File: config.mk
export PLATFORM = sky130hd
export DESIGN_NAME = modulus_counter
export DESIGN_NICKNAME = d
export VERILOG_FILES = /design/src/rtl/modulus_counter.sv
export SDC_FILE = /design/constraint.sdc
export NUM_CORES = 1
export LEC_CHECK = 0
export ABC_CLOCK_PERIOD_IN_PS = 2960
export BUFFER_PORTS_ARGS = -buffer_cell sky130_fd_sc_hd__buf_4
export CORE_AREA = 3 3 40 42
export CTS_CLUSTER_DIAMETER = 120
export DETAILED_ROUTE_END_ITERATION = 16
export DIE_AREA = 0 0 43 45
export GPL_TIMING_DRIVEN = 0
export PLACE_DENSITY = 0.45
export SLEW_MARGIN = 30
export SYNTH_ARGS = -nofsm -noshare
export SYNTH_HDL_FRONTEND = slang
export SYNTH_SLANG_ARGS = --single-unit
File: constraint.sdc
create_clock -name clk -period 2.96 [get_ports clk]
set_clock_uncertainty 0.2 [all_clocks]
set_input_delay 0.296 -clock clk [delete_from_list [all_inputs] [get_ports clk]]
set_output_delay 0.296 -clock clk [all_outputs]
set_load 0.05 [all_outputs]
File: src/rtl/modulus_counter.sv
// Synchronous modulo-MAX up-counter with active-low enable and terminal-count flag.
// Optional parallel load is compiled in with `define MODULUS_COUNTER_LOAD_EN.
module modulus_counter #(
  parameter  int MAX = 53,
  localparam int W   = $clog2(MAX)
) (
  input  logic         clk,
  input  logic         reset_n,
  input  logic         enable_n,
`ifdef MODULUS_COUNTER_LOAD_EN
  input  logic         load_n,
  input  logic [W-1:0] din,
`endif
  output logic [W-1:0] Q,
  output logic         tc
);

  if (MAX < 2) begin : g_bad_max
    $error("modulus_counter: MAX must be >= 2");
  end

  localparam logic [W-1:0] LAST = W'(MAX - 1);

  logic [W-1:0] q_p0;
  logic [W-1:0] q_nxt;
  logic         at_last;

  assign at_last = (q_p0 == LAST);

  always_comb begin
    q_nxt = q_p0;
    if (!enable_n) begin
      q_nxt = at_last ? '0 : q_p0 + W'(1);
    end
`ifdef MODULUS_COUNTER_LOAD_EN
    // Out-of-range load values collapse to 0 so Q never leaves [0, MAX-1].
    if (!load_n) begin
      q_nxt = ({1'b0, din} < (W + 1)'(MAX)) ? din : '0;
    end
`endif
  end

  // Stage p0: count register
  always_ff @(posedge clk) begin
    if (!reset_n) begin
      q_p0 <= '0;
    end else begin
      q_p0 <= q_nxt;
    end
  end

  assign Q = q_p0;

`ifdef MODULUS_COUNTER_LOAD_EN
  assign tc = at_last && !enable_n && load_n;
`else
  assign tc = at_last && !enable_n;
`endif

endmodule

==> results of run 1 <==
-- worst min path at each step --
stage | end | from
3_3_place_gp | Q[5] | Q[5]
6_report | Q[1] | reset_n
4_1_cts | Q[1] | reset_n
2_1_floorplan | Q[1] | reset_n
5_1_grt | Q[1] | reset_n
3_5_place_dp | Q[5] | Q[5]
-- routing by layer --
metal	GRT usage (%)	share of wire (%)
met5	0	0
met3	4.382	9.6
met1	7.229	44
met2	10.48	45
met4	7.229	1.6
-- cells by family after synthesis --
group / count (synthesis) / share of synthesized area [%]
fa+ha+maj: 2 / 8.509
compound gates: 5 / 8.509
mux: 1 / 3.404
flops: 6 / 40.85
simple gates: 13 / 27.24
xor+xnor: 3 / 8.938
buf+inv: 2 / 2.554
-- final cells by class --
class                   instances  area share (%)
flip-flops and latches          6           29.81
clock buffers                   3           5.590
well taps                      15           4.658
repair buffers                  9           16.77
multi-input cells              24           41.30
inverters                       2           1.863
-- through the flow --
step / utilization (%) / total power [W]
detailed placement: 29.60 / 0.0001188
global route: 31.35 / 0.0002040
global placement: 29.60 / 0.0001185
floorplan: - / 0.0001088
CTS: 31.35 / 0.0001974
finish: 31.35 / 0.0001927
-- power by group --
group / internal (W) / total [W] / switching [W]
clock: 0.0000459 / 0.0000756 / 0.0000297
combinational: 0.0000110 / 0.0000288 / 0.0000178
sequential: 0.0000841 / 0.0000883 / 0.00000422
-- cell usage after synthesis --
cell type,instances,area share (%)
a21oi_1,2,3.4
xor2_1,2,6.0
o21ai_0,2,3.4
nand4b_2,1,5.1
nor2b_1,1,2.1
or3_1,2,4.3
nand4b_1,1,3.0
o21ai_1,1,1.7
inv_1,2,2.6
and2b_2,1,3.0
dfxtp_1,6,41
nor2_1,4,5.1
nand2_1,2,2.6
xnor2_1,1,3.0
ha_1,2,8.5
nand2b_1,1,2.1
mux2i_1,1,3.4
==> flow_summary.json, run 1 <==
{
  "r2r_slack_ns": 1.55,
  "cts_tree": "yes",
  "r2r_cells": 5,
  "postCtsHoldBufs": 0,
  "fin_crit_sh_pct": 59.22,
  "status": "finished, final reports clean",
  "wire_per_inst_um": 9.508,
  "cap_violations": 0,
  "vias_per_cell": 4.288,
  "synth_area_sq_um": 294.0,
  "dp.cells": 56,
  "ys_seq_area_share_pct": 40.85,
  "dpl_cell_area_sq_um": 380.4,
  "diodes": 0,
  "gp_congestion": 0.6910,
  "reg2reg_from": "Q[0]",
  "rows": 13,
  "cts_resized": 0,
  "hold_violations": 0,
  "multi_input_area_sq_um": 166.4,
  "grt_max_degree": 6,
  "cts-htree-levels": 1,
  "synthDistinctLibCells": 17,
  "design_area_sq_um": 402.9,
  "largest_reg_flops": 6,
  "arrival_ns": 1.26,
  "drc_errors": 0,
  "hpwlAfterDp_um": 450.6,
  "crit_required_ns": 2.46,
  "slowest_stage": "dfxtp_1",
  "dp_slack_ns": 1.459,
  "holdPathStages": 2,
  "postRouteAntennaNets": 0,
  "fp.coreArea_sq_mm": 0.001285,
  "rsz0062_at_grt": "false",
  "powerDensity_mw_per_mm2": 478.4,
  "worst-path-max-fanout": 5,
  "routed_wirelength_um": 561,
  "setup-violations-final": 0,
  "vias": 253,
  "first_pass_iters": 1,
  "synth_warnings": 0,
  "regArea_sq_um": 120.1,
  "tns_ns": 0,
  "clock_path_buffers": 2,
  "crit_type": "reg2out",
  "crit_cells": 5,
  "path_delay_family": "flip-flops",
  "slowest_delay_ns": 0.41,
  "drt-initial-drc-count": 0,
  "start_util_pct": 22.88,
  "cp_num_buf_inv": 2,
  "clkLatencyLatePin_ns": 0.24,
  "ir_worst_vdd_uv": 196.4,
  "pin_count": 10,
  "syn_nets": 37,
  "endpoint_kind": "output pin",
  "clk_pin_slew_ns": 0.04,
  "setup_slack_ns": 1.207,
  "tightest_slew_ns": 0.3443,
  "grt_use_total_pct": 7.327,
  "fmax_ghz": 0.5705,
  "overflow": 0,
  "avgSynthCellArea_sq_um": 9.189,
  "hold_ws_ns": 0.08777,
  "p_leak_nw": 0.1851,
  "grt_pass1_wl_um": 993,
  "ys_ff_latch": 6,
  "antenna_found_initial": 0,
  "layout_common_cells": "buf_4 (9), dfxtp_1 (6), nor2_1 (4)",
  "grt_pass1_vias": 257,
  "die_h_um": 45,
  "drv_slew": 0,
  "cts_root_buffer": "clkbuf_4",
  "rr_endpoint": "Q[0]",
  "fp.dieW_um": 43,
  "fillerInstances": 135,
  "nets": 51,
  "crit_start": "Q[0]",
  "portBuffers": 9,
  "syn-instance-count": 32,
  "relSlewSlack_pct": 76.89,
  "cts_sinks": 6,
  "numCtsBuffers": 3,
  "period_needed_ns": 1.753,
  "dieArea_sq_mm": 0.001935,
  "cts_setup_buffers": 0,
  "fin_cells": 59,
  "hp-class": "in2reg",
  "worstPathCellList": "inv_1 > ha_1 > nand4b_1 > nor2_1 > buf_4",
  "area_growth_pct": 37.02,
  "layout_commonest_cell": "buf_4",
  "cp-start-kind": "flip-flop",
  "drive_gt1_share_pct": 31.82,
  "critPathCapture": "tc"
}
No activity file was read; power rests on OpenSTA's default activity.
==> run 2: changes to the inputs <==
--- a/config.mk
+++ b/config.mk
@@ -5,14 +5,14 @@
 export SDC_FILE = /design/constraint.sdc
 export NUM_CORES = 1
 export LEC_CHECK = 0
-export ABC_CLOCK_PERIOD_IN_PS = 2960
+export ABC_CLOCK_PERIOD_IN_PS = 1550
 export BUFFER_PORTS_ARGS = -buffer_cell sky130_fd_sc_hd__buf_4
 export CORE_AREA = 3 3 40 42
 export CTS_CLUSTER_DIAMETER = 120
 export DETAILED_ROUTE_END_ITERATION = 16
 export DIE_AREA = 0 0 43 45
 export GPL_TIMING_DRIVEN = 0
-export PLACE_DENSITY = 0.45
+export PLACE_DENSITY = 0.46
 export SLEW_MARGIN = 30
 export SYNTH_ARGS = -nofsm -noshare
 export SYNTH_HDL_FRONTEND = slang
==> constraint.sdc (replaced) <==
create_clock -name clk -period 1.55 [get_ports clk]
set_clock_uncertainty 0.2 [all_clocks]
set_input_delay 0.155 -clock clk [delete_from_list [all_inputs] [get_ports clk]]
set_output_delay 0.155 -clock clk [all_outputs]
set_load 0.05 [all_outputs]
==> run 2 against run 1 <==
Routed wire length is 20% higher. Sequential cell count stayed put. Global-route usage is 2.0 points higher. Sequential share of layout area is 2.3 points lower. Setup slack worse by 1.2 ns. Core utilization is 5.8 points higher. Clock power is 94% higher.
==> flow_summary.json, run 2 (same netlist as run 1, synthesis figures left out) <==
{
  "crit_cells": 5,
  "antenna_found_initial": 0,
  "worstPathCellList": "inv_4 > ha_4 > nand4b_1 > nor2_4 > buf_6",
  "drc_errors": 0,
  "vias_per_cell": 4.333,
  "first_pass_iters": 2,
  "fp.dieW_um": 43,
  "fillerInstances": 132,
  "nets": 55,
  "clkLatencyLatePin_ns": 0.25,
  "grt_pass1_vias": 281,
  "path_delay_family": "flip-flops",
  "routed_wirelength_um": 671,
  "drv_slew": 0,
  "holdPathStages": 3,
  "power_w": 0.0003929,
  "cap_violations": 0,
  "ir_worst_vdd_uv": 433.0,
  "numCtsBuffers": 3,
  "worst-path-max-fanout": 2,
  "dp_slack_ns": 0.06803,
  "die_h_um": 45,
  "diodes": 0,
  "layout_common_cells": "buf_4 (10), dfxtp_2 (3), nor2_1 (3), clkbuf_4 (3)",
  "slowest_delay_ns": 0.34,
  "endpoint_kind": "output pin",
  "status": "finished, final reports clean",
  "slowest_stage": "dfxtp_4",
  "setup_slack_ns": 0.004377,
  "hpwlAfterDp_um": 490.4,
  "powerDensity_mw_per_mm2": 822.0,
  "cp-start-kind": "flip-flop",
  "hp-class": "in2reg",
  "largest_reg_flops": 6,
  "period_needed_ns": 1.546,
  "grt_use_total_pct": 9.326,
  "cts_root_buffer": "clkbuf_4",
  "layout_commonest_cell": "buf_4",
  "vias": 273,
  "clk_pin_slew_ns": 0.04,
  "cts_tree": "yes",
  "start_util_pct": 22.88,
  "setup-violations-final": 0,
  "fin_cells": 63,
  "area_growth_pct": 62.55,
  "fp.coreArea_sq_mm": 0.001285,
  "grt_max_degree": 6,
  "drive_gt1_share_pct": 52.08,
  "overflow": 0,
  "drt-initial-drc-count": 1,
  "rows": 13,
  "hold_ws_ns": 0.007727,
  "r2r_cells": 5,
  "hold_violations": 0,
  "fin_crit_sh_pct": 99.72,
  "crit_type": "reg2out",
  "fmax_ghz": 0.6470,
  "pin_count": 10,
  "portBuffers": 9,
  "relSlewSlack_pct": 75.79,
  "cp_num_buf_inv": 2,
  "cts_sinks": 6,
  "crit_required_ns": 1.19,
  "clock_path_buffers": 2,
  "dp.cells": 56,
  "regArea_sq_um": 131.4,
  "cts-htree-levels": 1,
  "arrival_ns": 1.19,
  "multi_input_area_sq_um": 186.4,
  "postRouteAntennaNets": 0,
  "tightest_slew_ns": 0.3607,
  "gp_congestion": 0.7676,
  "grt_pass1_wl_mm": 1.207,
  "rsz0062_at_grt": "true",
  "wire_per_inst_um": 10.65,
  "dieArea_sq_mm": 0.001935,
  "p_leak_nw": 0.2098
}
[run 2: final cells by class]
type                            count  area share [%]
Sequential cell                     6           27.49
Clock buffer                        3           4.712
Multi-Input combinational cell     24           39.01
Timing Repair Buffer               13           22.25
Inverter                            2           2.618
Tap cell                           15           3.927
[run 2: routing by layer]
metal / global-route usage [%] / vias to the layer above / wire [um]
li1: - / 139 / -
met4: 10.84 / 0 / 36
met1: 8.675 / 121 / 254
met3: 3.984 / 5 / 47
met5: 0 / - / 0
met2: 14.37 / 8 / 333
[run 2: final timing paths]
| check | start | end | slack [ns] |
|---|---|---|---|
| max | Q[1] | tc | 0.004 |
| min | enable_n | Q[1] | 0.008 |
| max reg2reg | Q[0] | Q[4] | 0.10 |
| min reg2reg | Q[5] | Q[5] | 0.29 |
[run 2: report_power, final]
group          total [W]  internal (W)  switching [W]
combinational  0.0000786     0.0000342      0.0000444
sequential      0.000167      0.000161     0.00000609
clock           0.000147     0.0000878      0.0000595
total           0.000393      0.000283       0.000110
[run 2: per-stage QoR]
step	util (%)	instance area [sq um]	TNS, ns
CTS	36.03	462.9	-0.05454
floorplan	-	307.8	0
detailed placement	30.67	394.1	0
finish	37.20	478.0	0
global route	37.20	478.0	-0.06636
global placement	30.67	394.1	0
[run 2: worst register-to-register path: cells and delay by family, from the launching register on]
| family | cells | cell delay, ns |
|---|---|---|
| AND/OR/NAND/NOR | 2 | 0.38 |
| buffers and inverters | 1 | 0.13 |
| adder cells (fa/ha/maj) | 1 | 0.16 |
| flip-flops | 1 | 0.35 |
| AO/OA/AOI/OAI | 1 | 0.16 |
[run 2: what timing repair did]
action,in CTS,in global routing
gates resized for setup,6,3
setup buffers,2,0
endpoints found under the hold margin,2,0
pin swaps,2,1
setup endpoints to repair,1,4
hold buffers,2,0
==> run 3: changes to the inputs <==
--- a/config.mk
+++ b/config.mk
@@ -11,7 +11,7 @@
 export CTS_CLUSTER_DIAMETER = 120
 export DETAILED_ROUTE_END_ITERATION = 16
 export DIE_AREA = 0 0 43 45
-export GPL_TIMING_DRIVEN = 0
+export GPL_TIMING_DRIVEN = 1
 export PLACE_DENSITY = 0.46
 export SLEW_MARGIN = 30
 export SYNTH_ARGS = -nofsm -noshare
==> run 3 against run 2 <==
The flow now finishes with violations (setup timing). Clock power up 6%. Final area up 4.5%. Critical endpoint unchanged. Setup slack worse by 0.012 ns. Critical path depth unchanged. Sequential power about the same. Fmax down 0.76%. Highest routed layer unchanged. Sequential cell count unchanged. Register-to-register slack better by 0.03 ns. Combinational power up 2.9%. Count of clock-buffer cells in the layout unchanged. Die area unchanged. Critical path type unchanged.
==> flow_summary.json, run 3 (same netlist as run 1, synthesis figures left out) <==
{
  "arrival_ns": 1.20,
  "power_frac_seq_pct": 41.4,
  "vias": 282,
  "slowest_delay_ns": 0.35,
  "status": "complete, but fails checks",
  "portBuffers": 9,
  "fin_cells": 65,
  "grt_pass1_wl_mm": 1.283,
  "clock_path_buffers": 2,
  "pin_count": 10,
  "critPathCapture": "tc",
  "first_pass_iters": 2,
  "reg2reg_from": "Q[0]",
  "grt_pass1_vias": 284,
  "layout_common_cells": "buf_4 (11), dfxtp_2 (3), nor2_1 (3), clkbuf_4 (3), dlygate4sd3_1 (3)",
  "fp.dieW_um": 43,
  "drt-initial-drc-count": 4,
  "setup-violations-final": 1,
  "crit_required_ns": 1.19,
  "routed_wirelength_um": 710,
  "die_h_um": 45,
  "drc_errors": 0,
  "grt_max_degree": 6,
  "setup_slack_ns": -0.007421,
  "r2r_cells": 5,
  "slowest_stage": "dfxtp_4",
  "dpl_cell_area_sq_um": 401.6,
  "p_switching_w": 0.0001182,
  "period_needed_ns": 1.557,
  "cts_sinks": 6,
  "rr_endpoint": "Q[4]",
  "fin_crit_sh_pct": 100.5,
  "overflow": 0,
  "fp.coreArea_sq_mm": 0.001285,
  "dieArea_sq_mm": 0.001935,
  "cp_num_buf_inv": 2,
  "met3_length_um": 38,
  "worst-path-max-fanout": 2,
  "ir_worst_vdd_uv": 408.3,
  "cts_tree": "yes",
  "diodes": 0,
  "relSlewSlack_pct": 78.35,
  "path_delay_family": "flip-flops",
  "violations": "setup timing",
  "endpoint_kind": "output pin",
  "largest_reg_flops": 6,
  "layout_commonest_cell": "buf_4",
  "p_int_w": 0.0002855,
  "cap_violations": 0,
  "switching_share_pct": 29.28,
  "area_growth_pct": 69.79,
  "rsz0062_at_grt": "true",
  "dp.cells": 57,
  "design_area_sq_um": 499.2,
  "vias_per_cell": 4.338,
  "powerDensity_mw_per_mm2": 808.5,
  "cts-htree-levels": 1,
  "wl_met1_um": 277,
  "dp_slack_ns": 0.1185,
  "nets": 57,
  "drive_gt1_share_pct": 52.00,
  "postRouteAntennaNets": 0,
  "cp-start-kind": "flip-flop",
  "wire_per_inst_um": 10.92,
  "crit_type": "reg2out",
  "antenna_found_initial": 0,
  "p_comb_share_pct": 20.0,
  "drv_slew": 0,
  "clk_pin_slew_ns": 0.05,
  "crit_cells": 5,
  "grt_use_total_pct": 10.06,
  "hpwlAfterDp_um": 475.1,
  "hold_violations": 0,
  "dr_wl_met2_um": 354,
  "numCtsBuffers": 3,
  "worstPathCellList": "inv_4 > ha_4 > nand4b_1 > nor2_4 > buf_8",
  "fmax_ghz": 0.6421,
  "clockPowerShare_pct": 38.6,
  "p_leak_nw": 0.2204,
  "clkLatencyLatePin_ns": 0.26,
  "hp-class": "in2reg",
  "tightest_slew_ns": 0.3225,
  "top_layer": "met4",
  "r2r_slack_ns": 0.13,
  "rows": 13,
  "gp_congestion": 0.7823,
  "crit_start": "Q[0]",
  "cts_root_buffer": "clkbuf_4",
  "start_util_pct": 22.88
}
## run 3: cell count changes in the layout (fill, tap and decap cells not counted), sizes merged
cell / before / now
dlygate4sd3: 2 / 3
buf: 11 / 12
## run 3: tightest hold or removal path, delay by kind of cell
family	cells	cell delay (ns)
XOR/XNOR	1	0.07
buffers and inverters	1	0.10
AND/OR/NAND/NOR	2	0.23
## run 3: stage by stage
step / hold WS (ns) / setup TNS, ns / utilization, % / power, W
3_3_place_gp: 0.1929 / 0 / 31.26 / 0.0002281
3_5_place_dp: 0.1900 / 0 / 31.26 / 0.0002284
5_1_grt: 0.1867 / -0.1076 / 38.85 / 0.0004276
4_1_cts: 0.1157 / -0.05781 / 37.39 / 0.0003999
6_report: 0.1304 / -0.007421 / 38.85 / 0.0004036
2_1_floorplan: 0.08303 / 0 / - / 0.0002091
## run 3: cell type report
| type | count | area (sq um) |
|---|---|---|
| clock buffer | 3 | 22.52 |
| fill | 129 | 785.8 |
| inverter | 2 | 12.51 |
| multi-input combinational | 24 | 186.4 |
| sequential | 6 | 131.4 |
| tap | 15 | 18.77 |
| timing repair buffer | 15 | 127.6 |
## run 3: how the worst min path moves through the flow
stage                   from   end  slack [ns]  depth (start not counted)
detailed placement   reset_n  Q[1]        0.19                          2
CTS                 enable_n  Q[3]        0.12                          4
floorplan            reset_n  Q[1]        0.08                          1
global placement     reset_n  Q[1]        0.19                          2
finish              enable_n  Q[3]        0.13                          4
global route        enable_n  Q[3]        0.19                          4
## run 3: per-layer routing
layer | track usage [%] | up-vias
met5 | 0 | -
met3 | 3.984 | 5
met4 | 12.65 | 0
met1 | 9.832 | 125
li1 | - | 144
met2 | 14.67 | 8
## run 3: what timing repair did
| action | CTS | global route |
|---|---|---|
| setup buffers | 2 | 0 |
| gates resized for setup | 6 | 4 |
| pin swaps | 2 | 2 |
| hold buffers | 3 | 0 |
| cloned | 0 | 0 |
| setup endpoints to repair | 1 | 6 |
| endpoints found under the hold margin | 2 | 0 |
## run 3: power by group through the flow
stage	Clock, W	Sequential (W)	Combinational (W)
floorplan	0	0.000191	0.0000177
global placement	0	0.000173	0.0000551
detailed placement	0	0.000173	0.0000554
CTS	0.000160	0.000165	0.0000747
global route	0.000170	0.000168	0.0000899
finish	0.000156	0.000167	0.0000809
